`config.mk`:
```
export PLATFORM = sky130hd
export DESIGN_NAME = picosoc_slotcfg_flat
export DESIGN_NICKNAME = d
export VERILOG_FILES = /design/src/rtl/picosoc_slotcfg_pkg.sv /design/src/rtl/picosoc_slotcfg_if.sv /design/src/rtl/picosoc_slotcfg_seq.sv /design/src/rtl/picosoc_slotcfg.sv /design/src/flat_wrapper.sv
export SDC_FILE = /design/constraint.sdc
export NUM_CORES = 1
export LEC_CHECK = 0
export BUFFER_PORTS_ARGS = -buffer_cell sky130_fd_sc_hd__buf_4
export CORE_MARGIN = 1
export CORE_UTILIZATION = 60
export CTS_CLUSTER_DIAMETER = 200
export DETAILED_ROUTE_END_ITERATION = 12
export GPL_TIMING_DRIVEN = 0
export PLACE_DENSITY = 0.86
export SLEW_MARGIN = 20
export SYNTH_ARGS = -nofsm -noshare
export SYNTH_HDL_FRONTEND = slang
export SYNTH_SLANG_ARGS = --single-unit
```
`constraint.sdc`:
```
create_clock -name clk -period 6.1 [get_ports clk]
set_clock_uncertainty 0.2 [all_clocks]
set_input_delay 0.61 -clock clk [delete_from_list [all_inputs] [get_ports clk]]
set_output_delay 0.61 -clock clk [all_outputs]
set_load 0.01 [all_outputs]
```
`src/rtl/picosoc_slotcfg_pkg.sv`:
```
// Shared constants and types for the PicoSoC slot-card configuration peripheral.
// Register offsets, STATUS bit positions and the commit FSM state encoding.
package picosoc_slotcfg_pkg;

   localparam logic [9:0] OFS_SHADOW = 10'h000;
   localparam logic [9:0] OFS_COMMIT = 10'h100;
   localparam logic [9:0] OFS_STATUS = 10'h104;
   localparam logic [9:0] OFS_IRQCLR = 10'h108;
   localparam logic [9:0] OFS_LIVE   = 10'h200;

   localparam int STAT_BUSY = 0;
   localparam int STAT_IRQ  = 1;
   localparam int STAT_PEND = 8;

   typedef enum logic [1:0] {
      IDLE  = 2'd0,
      WALK  = 2'd1,
      RECON = 2'd2,
      DONE  = 2'd3
   } slotcfg_state_t;

   typedef enum logic [1:0] {
      RD_ZERO   = 2'd0,
      RD_SHADOW = 2'd1,
      RD_STATUS = 2'd2,
      RD_LIVE   = 2'd3
   } rd_sel_t;

endpackage

```
`src/rtl/picosoc_slotcfg_if.sv`:
```
// PicoSoC iomem bus bundle between the CPU (master) and the slot-config peripheral (slave).
interface picosoc_slotcfg_if;
   logic        valid;
   logic [3:0]  wstrb;
   logic [31:0] addr;
   logic [31:0] wdata;
   logic [31:0] rdata;
   logic        ready;

   modport master (output valid, wstrb, addr, wdata, input rdata, ready);
   modport slave  (input valid, wstrb, addr, wdata, output rdata, ready);
endinterface

```
`src/rtl/picosoc_slotcfg_seq.sv`:
```
// Commit sequencer: walks every slot, strobes cfg_wr for pending ones, then optional reconfigure.
//   state | meaning
//   IDLE  | waiting for COMMIT; cfg_slot follows LIVE read index
//   WALK  | cfg_slot = idx, cfg_wr high when PEND[idx] was set
//   RECON | one-cycle cfg_reconfig strobe, cfg_slot held at last slot
//   DONE  | one cycle, raises the irq flag in the top level
module picosoc_slotcfg_seq
   import picosoc_slotcfg_pkg::*;
#(
   parameter int NUM_SLOTS = 8,
   parameter int CARD_W    = 8
) (
   input  logic                                clk,
   input  logic                                reset,
   input  logic                                start,
   input  logic                                recon_req,
   input  logic                                live_ld,
   input  logic [$clog2(NUM_SLOTS)-1:0]        live_slot,
   input  logic [NUM_SLOTS-1:0]                pend,
   input  logic [NUM_SLOTS-1:0][CARD_W-1:0]    shadow,
   output logic                                busy,
   output logic                                done,
   output logic [NUM_SLOTS-1:0]                pend_clr,
   output logic [$clog2(NUM_SLOTS)-1:0]        cfg_slot,
   output logic [CARD_W-1:0]                   cfg_card_i,
   output logic                                cfg_wr,
   output logic                                cfg_reconfig
);
   localparam int SW = $clog2(NUM_SLOTS);
   localparam logic [SW-1:0] LAST = SW'(NUM_SLOTS - 1);

   slotcfg_state_t state;
   logic           recon_flag;
   logic [SW-1:0]  nxt;

   assign nxt  = cfg_slot + SW'(1);
   assign busy = (state != IDLE);
   assign done = (state == DONE);

   // cfg_slot doubles as the walk index, so a strobe always names the slot being visited
   always_comb begin
      pend_clr = '0;
      if (state == WALK && cfg_wr) pend_clr[cfg_slot] = 1'b1;
   end

   always_ff @(posedge clk or posedge reset) begin
      if (reset) begin
         state        <= IDLE;
         recon_flag   <= 1'b0;
         cfg_slot     <= '0;
         cfg_card_i   <= '0;
         cfg_wr       <= 1'b0;
         cfg_reconfig <= 1'b0;
      end else begin
         cfg_wr       <= 1'b0;
         cfg_reconfig <= 1'b0;
         case (state)
            IDLE: begin
               if (start) begin
                  recon_flag <= recon_req;
                  cfg_slot   <= '0;
                  state      <= WALK;
                  if (pend[0]) begin
                     cfg_wr     <= 1'b1;
                     cfg_card_i <= shadow[0];
                  end
               end else if (live_ld) begin
                  cfg_slot <= live_slot;
               end
            end
            WALK: begin
               if (cfg_slot == LAST) begin
                  cfg_reconfig <= recon_flag;
                  state        <= recon_flag ? RECON : DONE;
               end else begin
                  cfg_slot <= nxt;
                  if (pend[nxt]) begin
                     cfg_wr     <= 1'b1;
                     cfg_card_i <= shadow[nxt];
                  end
               end
            end
            RECON:   state <= DONE;
            DONE:    state <= IDLE;
            default: state <= IDLE;
         endcase
      end
   end

endmodule

```
`src/rtl/picosoc_slotcfg.sv`:
```
// PicoSoC iomem peripheral holding per-slot shadow card IDs and committing them to the slotmaker.
// Optional commit-done interrupt flag and commit_irq port built only when SLOTCFG_IRQ_EN is defined.
module picosoc_slotcfg
   import picosoc_slotcfg_pkg::*;
#(
   parameter int NUM_SLOTS = 8,
   parameter int CARD_W    = 8,
   parameter int READY_LAT = 3
) (
   input  logic                           clk,
   input  logic                           reset,
   picosoc_slotcfg_if.slave               bus,
   output logic [$clog2(NUM_SLOTS)-1:0]   cfg_slot,
   output logic [CARD_W-1:0]              cfg_card_i,
   output logic                           cfg_wr,
   output logic                           cfg_reconfig,
   input  logic [CARD_W-1:0]              cfg_card_o
`ifdef SLOTCFG_IRQ_EN
   ,
   output logic                           commit_irq
`endif
);
   localparam int SW = $clog2(NUM_SLOTS);
   localparam logic [5:0] NS6    = 6'(NUM_SLOTS);
   localparam logic [3:0] LAT_LD = 4'(READY_LAT - 1);

   logic [NUM_SLOTS-1:0][CARD_W-1:0] shadow;
   logic [NUM_SLOTS-1:0]             pend, pend_set, pend_clr;
   logic                             busy, done;
   logic                             armed;
   logic [3:0]                       lat_cnt;
   logic                             ready_q;
   logic [31:0]                      rdata_q;
   rd_sel_t                          rd_sel, rd_nxt;
   logic [SW-1:0]                    rd_slot;
   logic                             irq_flag;

   logic [9:0]    ofs;
   logic [5:0]    word;
   logic [SW-1:0] slot;
   logic          wr, in_range, stall, acc;
   logic          hit_shadow, hit_live, hit_commit, hit_status, hit_irqclr;
   logic          sh_we, start, live_ld;
   logic [31:0]   status;

   assign ofs        = bus.addr[9:0];
   assign word       = ofs[7:2];
   assign slot       = word[SW-1:0];
   assign wr         = |bus.wstrb;
   assign in_range   = (word < NS6);
   assign hit_shadow = ({ofs[9:8], 8'h00} == OFS_SHADOW);
   assign hit_live   = ({ofs[9:8], 8'h00} == OFS_LIVE);
   assign hit_commit = ({ofs[9:2], 2'b00} == OFS_COMMIT);
   assign hit_status = ({ofs[9:2], 2'b00} == OFS_STATUS);
   assign hit_irqclr = ({ofs[9:2], 2'b00} == OFS_IRQCLR);

   // Accesses that touch the walk's inputs or cfg_slot wait for the commit to finish
   assign stall   = busy && ((wr && (hit_shadow || hit_commit)) || (!wr && hit_live));
   assign acc     = bus.valid && armed && (lat_cnt == 4'd0) && !stall;
   assign sh_we   = acc && wr && hit_shadow && in_range;
   assign start   = acc && wr && hit_commit;
   assign live_ld = acc && !wr && hit_live && in_range;

   always_comb begin
      rd_nxt = RD_ZERO;
      if (!wr) begin
         if (hit_shadow && in_range)    rd_nxt = RD_SHADOW;
         else if (hit_status)           rd_nxt = RD_STATUS;
         else if (hit_live && in_range) rd_nxt = RD_LIVE;
      end
   end

   always_comb begin
      pend_set = '0;
      if (sh_we) pend_set[slot] = 1'b1;
   end

   always_comb begin
      status                        = '0;
      status[STAT_BUSY]             = busy;
      status[STAT_IRQ]              = irq_flag;
      status[STAT_PEND +: NUM_SLOTS] = pend;
   end

   always_ff @(posedge clk or posedge reset) begin
      if (reset) begin
         armed   <= 1'b1;
         lat_cnt <= 4'd0;
         ready_q <= 1'b0;
         rdata_q <= '0;
         rd_sel  <= RD_ZERO;
         rd_slot <= '0;
         shadow  <= '0;
         pend    <= '0;
      end else begin
         ready_q <= (lat_cnt == 4'd1);
         if (acc) begin
            armed   <= 1'b0;
            lat_cnt <= LAT_LD;
            rd_sel  <= rd_nxt;
            rd_slot <= slot;
         end else begin
            if (!bus.valid)      armed   <= 1'b1;
            if (lat_cnt != 4'd0) lat_cnt <= lat_cnt - 4'd1;
         end
         if (lat_cnt == 4'd1) begin
            case (rd_sel)
               RD_SHADOW: rdata_q <= 32'(shadow[rd_slot]);
               RD_STATUS: rdata_q <= status;
               RD_LIVE:   rdata_q <= 32'(cfg_card_o);
               default:   rdata_q <= '0;
            endcase
         end
         if (sh_we) shadow[slot] <= bus.wdata[CARD_W-1:0];
         pend <= (pend & ~pend_clr) | pend_set;
      end
   end

`ifdef SLOTCFG_IRQ_EN
   // Set wins over a same-cycle clear
   always_ff @(posedge clk or posedge reset) begin
      if (reset)                                    irq_flag <= 1'b0;
      else if (done)                                irq_flag <= 1'b1;
      else if (acc && wr && (hit_irqclr || hit_commit)) irq_flag <= 1'b0;
   end
   assign commit_irq = irq_flag;
   logic unused_bits;
   assign unused_bits = ^{bus.addr[31:10], bus.addr[1:0], bus.wdata[31:CARD_W]};
`else
   assign irq_flag = 1'b0;
   logic unused_bits;
   assign unused_bits = ^{bus.addr[31:10], bus.addr[1:0], bus.wdata[31:CARD_W], done, hit_irqclr};
`endif

   assign bus.ready = ready_q;
   assign bus.rdata = rdata_q;

   picosoc_slotcfg_seq #(
      .NUM_SLOTS (NUM_SLOTS),
      .CARD_W    (CARD_W)
   ) u_seq (
      .clk          (clk),
      .reset        (reset),
      .start        (start),
      .recon_req    (bus.wdata[0]),
      .live_ld      (live_ld),
      .live_slot    (slot),
      .pend         (pend),
      .shadow       (shadow),
      .busy         (busy),
      .done         (done),
      .pend_clr     (pend_clr),
      .cfg_slot     (cfg_slot),
      .cfg_card_i   (cfg_card_i),
      .cfg_wr       (cfg_wr),
      .cfg_reconfig (cfg_reconfig)
   );

endmodule
```
`src/flat_wrapper.sv`:
```
// flat-port wrapper written by rule: the top's interface ports become plain ports
module picosoc_slotcfg_flat import picosoc_slotcfg_pkg::*;
#(
   parameter int NUM_SLOTS = 8,
   parameter int CARD_W    = 8,
   parameter int READY_LAT = 3
)
  (clk, reset, cfg_slot, cfg_card_i, cfg_wr, cfg_reconfig, cfg_card_o, bus_valid, bus_wstrb, bus_addr, bus_wdata, bus_rdata, bus_ready);
  picosoc_slotcfg_if bus_i ();
  input  logic clk;
  input  logic reset;
  output logic [$clog2(NUM_SLOTS)-1:0] cfg_slot;
  output logic [CARD_W-1:0] cfg_card_i;
  output logic cfg_wr;
  output logic cfg_reconfig;
  input  logic [CARD_W-1:0] cfg_card_o;
  input wire logic [$bits(bus_i.valid)-1:0] bus_valid;
  input wire logic [$bits(bus_i.wstrb)-1:0] bus_wstrb;
  input wire logic [$bits(bus_i.addr)-1:0] bus_addr;
  input wire logic [$bits(bus_i.wdata)-1:0] bus_wdata;
  output wire logic [$bits(bus_i.rdata)-1:0] bus_rdata;
  output wire logic [$bits(bus_i.ready)-1:0] bus_ready;
  assign bus_i.valid = bus_valid;
  assign bus_i.wstrb = bus_wstrb;
  assign bus_i.addr = bus_addr;
  assign bus_i.wdata = bus_wdata;
  assign bus_rdata = bus_i.rdata;
  assign bus_ready = bus_i.ready;
  picosoc_slotcfg #(.NUM_SLOTS(NUM_SLOTS), .CARD_W(CARD_W), .READY_LAT(READY_LAT)) u_core (.clk(clk), .reset(reset), .bus(bus_i), .cfg_slot(cfg_slot), .cfg_card_i(cfg_card_i), .cfg_wr(cfg_wr), .cfg_reconfig(cfg_reconfig), .cfg_card_o(cfg_card_o));
endmodule
```
Word level (Yosys, flattened, before mapping). Cells that the tools add are included.

$add $sub $neg: 2. $lt $le $gt $ge: 7. Equality and inequality tests: 18. Multiplexer cells: 44. Bitwise logic cells: 3. Reductions and logical operators: 34.

Operators by type and width (number): 8-bit two-way mux (9); 64-bit bitwise mux (1); 8-bit binary-select mux with 3-bit select (2); 16-bit one-hot mux with 3 select lines (1); 8-bit demux with 3-bit select (1); 1-bit logical AND (18); 8-bit by 7-bit == test with 1-bit output, second input constant (2); 3-bit by 4-bit < comparator with 1-bit output, second input constant (4); 8-bit one-hot mux with 2 select lines (1); 1-bit two-way mux (12); 2-bit two-way mux (6); 2-bit == test, second input constant (5); 2-bit by 1-bit inequality test with 1-bit output, second input constant (5); 3-bit two-way mux (3); 8-bit AND (1); 4-bit two-way mux (2); 8-bit inverter (1); 8-bit OR (1); 2-bit one-hot mux with 4 select lines (1); 1-bit demux with 3-bit select (2); 3-bit by 1-bit >= comparator with 1-bit output, second input constant (2); 6-bit by 4-bit < comparator with 1-bit output, second input constant (1); 3-bit one-hot mux with 2 select lines (1); 2-bit nonzero test (3); other kinds (18) (23).

Register bits after elaboration: 131. Logic and storage cells: 129.

Logic depth before layout (Yosys ltp).
Word-level depth: 13. Mapped depth: 9. Mapped depth without buffers: 7.

By module. A second synthesis with hierarchy kept.

Cell total of the unflattened synthesis: 502. Area total of the unflattened synthesis: 6095.8 sq um.

Modules (own cells, without submodules): picosoc_slotcfg (times used 1, cells each 345, area each 4594.4 sq um); picosoc_slotcfg_seq (times used 1, cells each 157, area each 1501.4 sq um).

Least setup slack after synthesis. Ideal clock, no wire load.

Path type: register -> register. From: reg u_core.u_seq.cfg_slot[0]. To: reg u_core.u_seq.cfg_card_i[0]. Setup time: 0.125 ns. Data arrival time: 2.353 ns. Required time: 5.775 ns. Setup slack: 3.423 ns. Cell stages (with the launch flop): 9. Path buffers: 1. Period minus slack after synthesis: 2.677 ns. Path through: dfrtp_1 > ha_1 > ha_1 > buf_1 > mux2i_1 > nand3b_1 > nand4_1 > a21oi_4 > mux2_2.

Cells in the longest elaborated chain, start to end: 6. Elaborated cells on any way between the ends: 12.

Ends and longest elaborated chain: start, declared (line picosoc_slotcfg_seq.sv:24) `output logic [$clog2(NUM_SLOTS)-1:0] cfg_slot,`; start signal, assigned (line picosoc_slotcfg_seq.sv:68) `cfg_slot <= live_slot;`; start signal, assigned (line picosoc_slotcfg_seq.sv:76) `cfg_slot <= nxt;`; 3-bit by 1-bit adder with 3-bit output (line picosoc_slotcfg_seq.sv:36) `assign nxt = cfg_slot + SW'(1);`; 8-bit binary-select mux with 3-bit select (line picosoc_slotcfg_seq.sv:79) `cfg_card_i <= shadow[nxt];`; 8-bit two-way mux (implied by the code) (line picosoc_slotcfg_seq.sv:79); 8-bit two-way mux (line picosoc_slotcfg_seq.sv:77) `if (pend[nxt]) begin`; 8-bit two-way mux (line picosoc_slotcfg_seq.sv:72) `if (cfg_slot == LAST) begin`; 8-bit one-hot mux with 2 select lines (line picosoc_slotcfg_seq.sv:57) `case (state)`; end signal, assigned (line picosoc_slotcfg_seq.sv:65) `cfg_card_i <= shadow[0];`; end signal, assigned (line picosoc_slotcfg_seq.sv:79); end, declared (line picosoc_slotcfg_seq.sv:25) `output logic [CARD_W-1:0] cfg_card_i,`.

Parallel ways exist; a longest one is shown, timed or not. The select of a mux whose other input is x is not followed. A chain may end at the register's enable or synchronous reset.

Worst setup path after layout.
From: reg u_core.u_seq.cfg_slot[0]. To: reg u_core.u_seq.cfg_card_i[3].

Same word-level chain as after synthesis.

==> run_results.csv <==
group,metric,value,unit
outcome,status,"complete, no violations",
setup_path,crit_path_top_delay_cell,"buf_1",
synth,synth_edf_count,0,
timing,slew_violations,0,
route,drtAntennaViolNets,0,
layout,nets,675,
timing,fmax,293,MHz
clock_tree,post_cts_buffers,0,
clock_tree,cts_tree,"built",
setup_path,timing.rr.end,"u_core.u_seq.cfg_card_i[3]$_DFFE_PP0P_",
power_and_ir_drop,powerDensity,433,nW/um^2
clock_tree,cts-resized-gates,0,
hold_path,hold_class,"input pin to flip-flop",
timing,fin_ws,2.69,ns
timing,maxSlewHeadroom,44.7,%
setup_path,crit_family,"buffers and inverters",
clock_tree,cts_buffer_depth,2,
setup_path,ff2ff_setup_slack,2.69,ns
layout,ff_latch_area,2880,um^2
layout,drive_above_1_share,38.5,%
setup_path,cp.required,6.31,ns
synth,synth_largest_area_cell,"dfrtp_1",
global_route,antenna_found_initial,1,
die,start_util,62.0,%
clock_tree,hold_buffers,1,
clock_tree,clock-sinks,115,
timing,fin_crit_sh,55.9,%
route,vias_per_cell,6.16,
route,drt_first_pass_iters,5,
synth,syn_inst,493,
timing,grt_setup_unrepaired,"no",
synth,synth_area_leaders,"dfrtp_1 47%, mux2_2 12%, mux4_2 12%",
run,drv_cap,0,
synth,async_reset_ff_share,100,%
layout,multi_input_area,3010,um^2
place,hpwl,10.1,mm
layout,areaGrowthSynthToFinish,22.1,%
synth,synth.cell_area,6090,um^2
synth,synth.area.mux_share,27.7,%
die,fp.coreArea,9820,um^2
route,remaining_drc_errors,0,
setup_path,r2r_start,"u_core.u_seq.cfg_slot[0]$_DFFE_PP0P_",
timing,setup_viol_count_final,0,
timing,fin_setup_tns,0,ns
synth,synth_compound_area_share,7.29,%
synth,synth-simple-area-share,11.8,%
place,dp_slack,2.73,ns
synth,synth_fa_ha_area_share,1.44,%
power_and_ir_drop,vdd_drop_max,0.000215,V
synth,synth_top_family_by_area,"multiplexers",
setup_path,crit_path_end_kind,"flip-flop",
route,num_vias,4532,
place,gp_congestion,0.845,
synth,synth-seq-area-share,47.3,%
synth,yosysMostFrequentCell,"dfrtp_1",
clock_tree,clock_latency,0.53,ns
global_route,grt_pass1_vias,4711,
power_and_ir_drop,power.total,0.00322,W
synth,yosysUniqueCellTypes,54,
setup_path,rr_worst_depth,8,
setup_path,crit_type,"flip-flop to flip-flop",
global_route,grt_pass1_wl,24.6,mm
power_and_ir_drop,leakage,3.50,nW
timing,period_minus_slack,3.41,ns
synth,yosys_warnings,0,
synth,synth.top_cells.by_count,"114 x dfrtp_1, 67 x mux2_2, 53 x nand2_1, 32 x mux4_2, 21 x o21ai_0",
global_route,grt_max_degree,67,
clock_tree,cts_buffers,17,
timing,final_hold_viol_count,0,
synth,ys_seq_elements,115,
die,die_x,103,um
layout,nFillCells,618,
clock_tree,htree_num_levels,4,
setup_path,cp_slowest_stage_delay,0.65,ns
setup_path,critPathLaunchType,"flip-flop",
setup_path,critical_path_buf_inv_count,1,
place,post-place-cells,702,
place,io_buffers,60,
die,boundaryPins,125,
synth,syn_avg_cell_area,12.4,um^2
hold_path,min-delay-start,"bus_valid",
setup_path,worstPathArrival,3.63,ns
global_route,grt.overflow.total,0,
clock_tree,root_buffer,"clkbuf_8",
die,row_count,36,
layout,final_cells,736,
synth,ys.flop_type,"dfrtp_1",
die,die-area,10600,um^2
setup_path,cp_cell_sequence,"ha_1 > ha_1 > buf_1 > mux2i_1 > nand3_1 > nand4_1 > a21oi_4 > mux2_2",
synth,synth_top_area_share,46.8,%
route,post_drt_wl_per_cell,21.5,um
synth,synth-xor-area-share,0.144,%
hold_path,hold_depth,2,
route,drtIter0Drc,385,
clock_tree,cts.clk_slew.worst_paths,0.06,ns
global_route,grt_usage,32.8,%
die,die_h,103,um
setup_path,crit_fanout,10,
setup_path,crit_path_frequent_cell,"ha_1",
hold_path,hold_end,"u_core.armed$_DFFE_PP1P_",
route,wl,15.8,mm
timing,worstMarginPinSlew,0.829,ns
-- cell families (layout without fill, tap and decap cells) --
group / Yosys count / in the layout
AND/OR/NAND/NOR: 138 / 138
multiplexers: 118 / 118
flip-flops: 115 / 115
AO/OA/AOI/OAI: 64 / 64
buffers and inverters: 49 / 143
adder cells (fa/ha/maj): 7 / 7
other: 1 / 17
XOR/XNOR: 1 / 1
-- placed cells by master (no fill, tap or decap), types with 12 or more instances in the layout --
master and instances:
buf_4 78, clkbuf_1 12, clkbuf_16 16, conb_1 16
dfrtp_1 114, mux2_2 67, mux4_2 32, nand2_1 53
nand2b_1 15, nand3_1 15, nor2_1 20, o21ai_0 21
o31ai_1 12
-- power by group --
group / internal [W] / switching, W / leakage, nW / total [W]
combinational: 0.000471 / 0.000711 / 1.67 / 0.00118
sequential: 0.000889 / 0.000111 / 1.54 / 0.000999
clock: 0.000685 / 0.000353 / 0.289 / 0.00104
total: 0.00204 / 0.00117 / 3.50 / 0.00322
-- worst register-to-register path: cells and delay by family, from the launching register on --
kind / cells / cell delay [ns]
simple gates: 2 / 0.30
flops: 1 / 0.48
compound gates: 1 / 0.48
mux: 2 / 0.59
buf+inv: 1 / 0.65
fa+ha+maj: 2 / 0.59
-- state kept, by name, indices dropped and copies added (netlist names) --
register and count:
u_core.rd_sel 2, u_core.shadow 64, u_core.u_seq.state 2, u_core.u_seq.cfg_slot 3, u_core.bus.rdata 16, u_core.u_seq.cfg_reconfig 1
u_core.u_seq.cfg_card_i 8, u_core.armed 1, u_core.rd_slot 3, u_core.u_seq.cfg_wr 1, u_core.bus.ready 1, u_core.lat_cnt 4
u_core.pend 8, u_core.u_seq.recon_flag 1
-- layout make-up --
cell class	instances	area share, %
sequential	115	38.7
antenna	1	0.0337
clock inverter	12	2.42
tap	133	2.24
inverter	9	0.522
timing repair buffer	62	6.56
buffer	40	3.06
clock buffer	20	5.99
multi-input combinational	344	40.4
-- worst max-delay path by stage --
stage,end,start,depth (start not counted),slack (ns)
global placement,u_core.bus.ready$_DFF_PP0_,reset,2,1.02
CTS,u_core.u_seq.cfg_card_i[3]$_DFFE_PP0P_,u_core.u_seq.cfg_slot[0]$_DFFE_PP0P_,8,2.70
global route,u_core.u_seq.cfg_card_i[3]$_DFFE_PP0P_,u_core.u_seq.cfg_slot[0]$_DFFE_PP0P_,8,2.59
floorplan,u_core.bus.rdata[0]$_DFFE_PP0P_,reset,1,2.25
detailed placement,u_core.u_seq.cfg_card_i[3]$_DFFE_PP0P_,u_core.u_seq.cfg_slot[0]$_DFFE_PP0P_,8,2.73
finish,u_core.u_seq.cfg_card_i[3]$_DFFE_PP0P_,u_core.u_seq.cfg_slot[0]$_DFFE_PP0P_,8,2.69
-- stage by stage --
stage | util [%] | hold slack [ns] | area (um^2)
2_1_floorplan | - | 0.272 | 6150
3_3_place_gp | 68.9 | 0.260 | 6760
3_5_place_dp | 69.2 | 0.267 | 6800
4_1_cts | 75.7 | 0.0214 | 7430
5_1_grt | 75.7 | 0.0454 | 7430
6_report | 75.7 | 0.0388 | 7430
-- layer usage --
layer	up-vias	track usage, %	part of all wire, %
met1	2266	38.6	38
met4	0	18.9	3.9
li1	1976	-	-
met2	231	53.7	49
met5	-	0	0
met3	59	10.0	8.6
No activity file was read; power rests on OpenSTA's default activity.
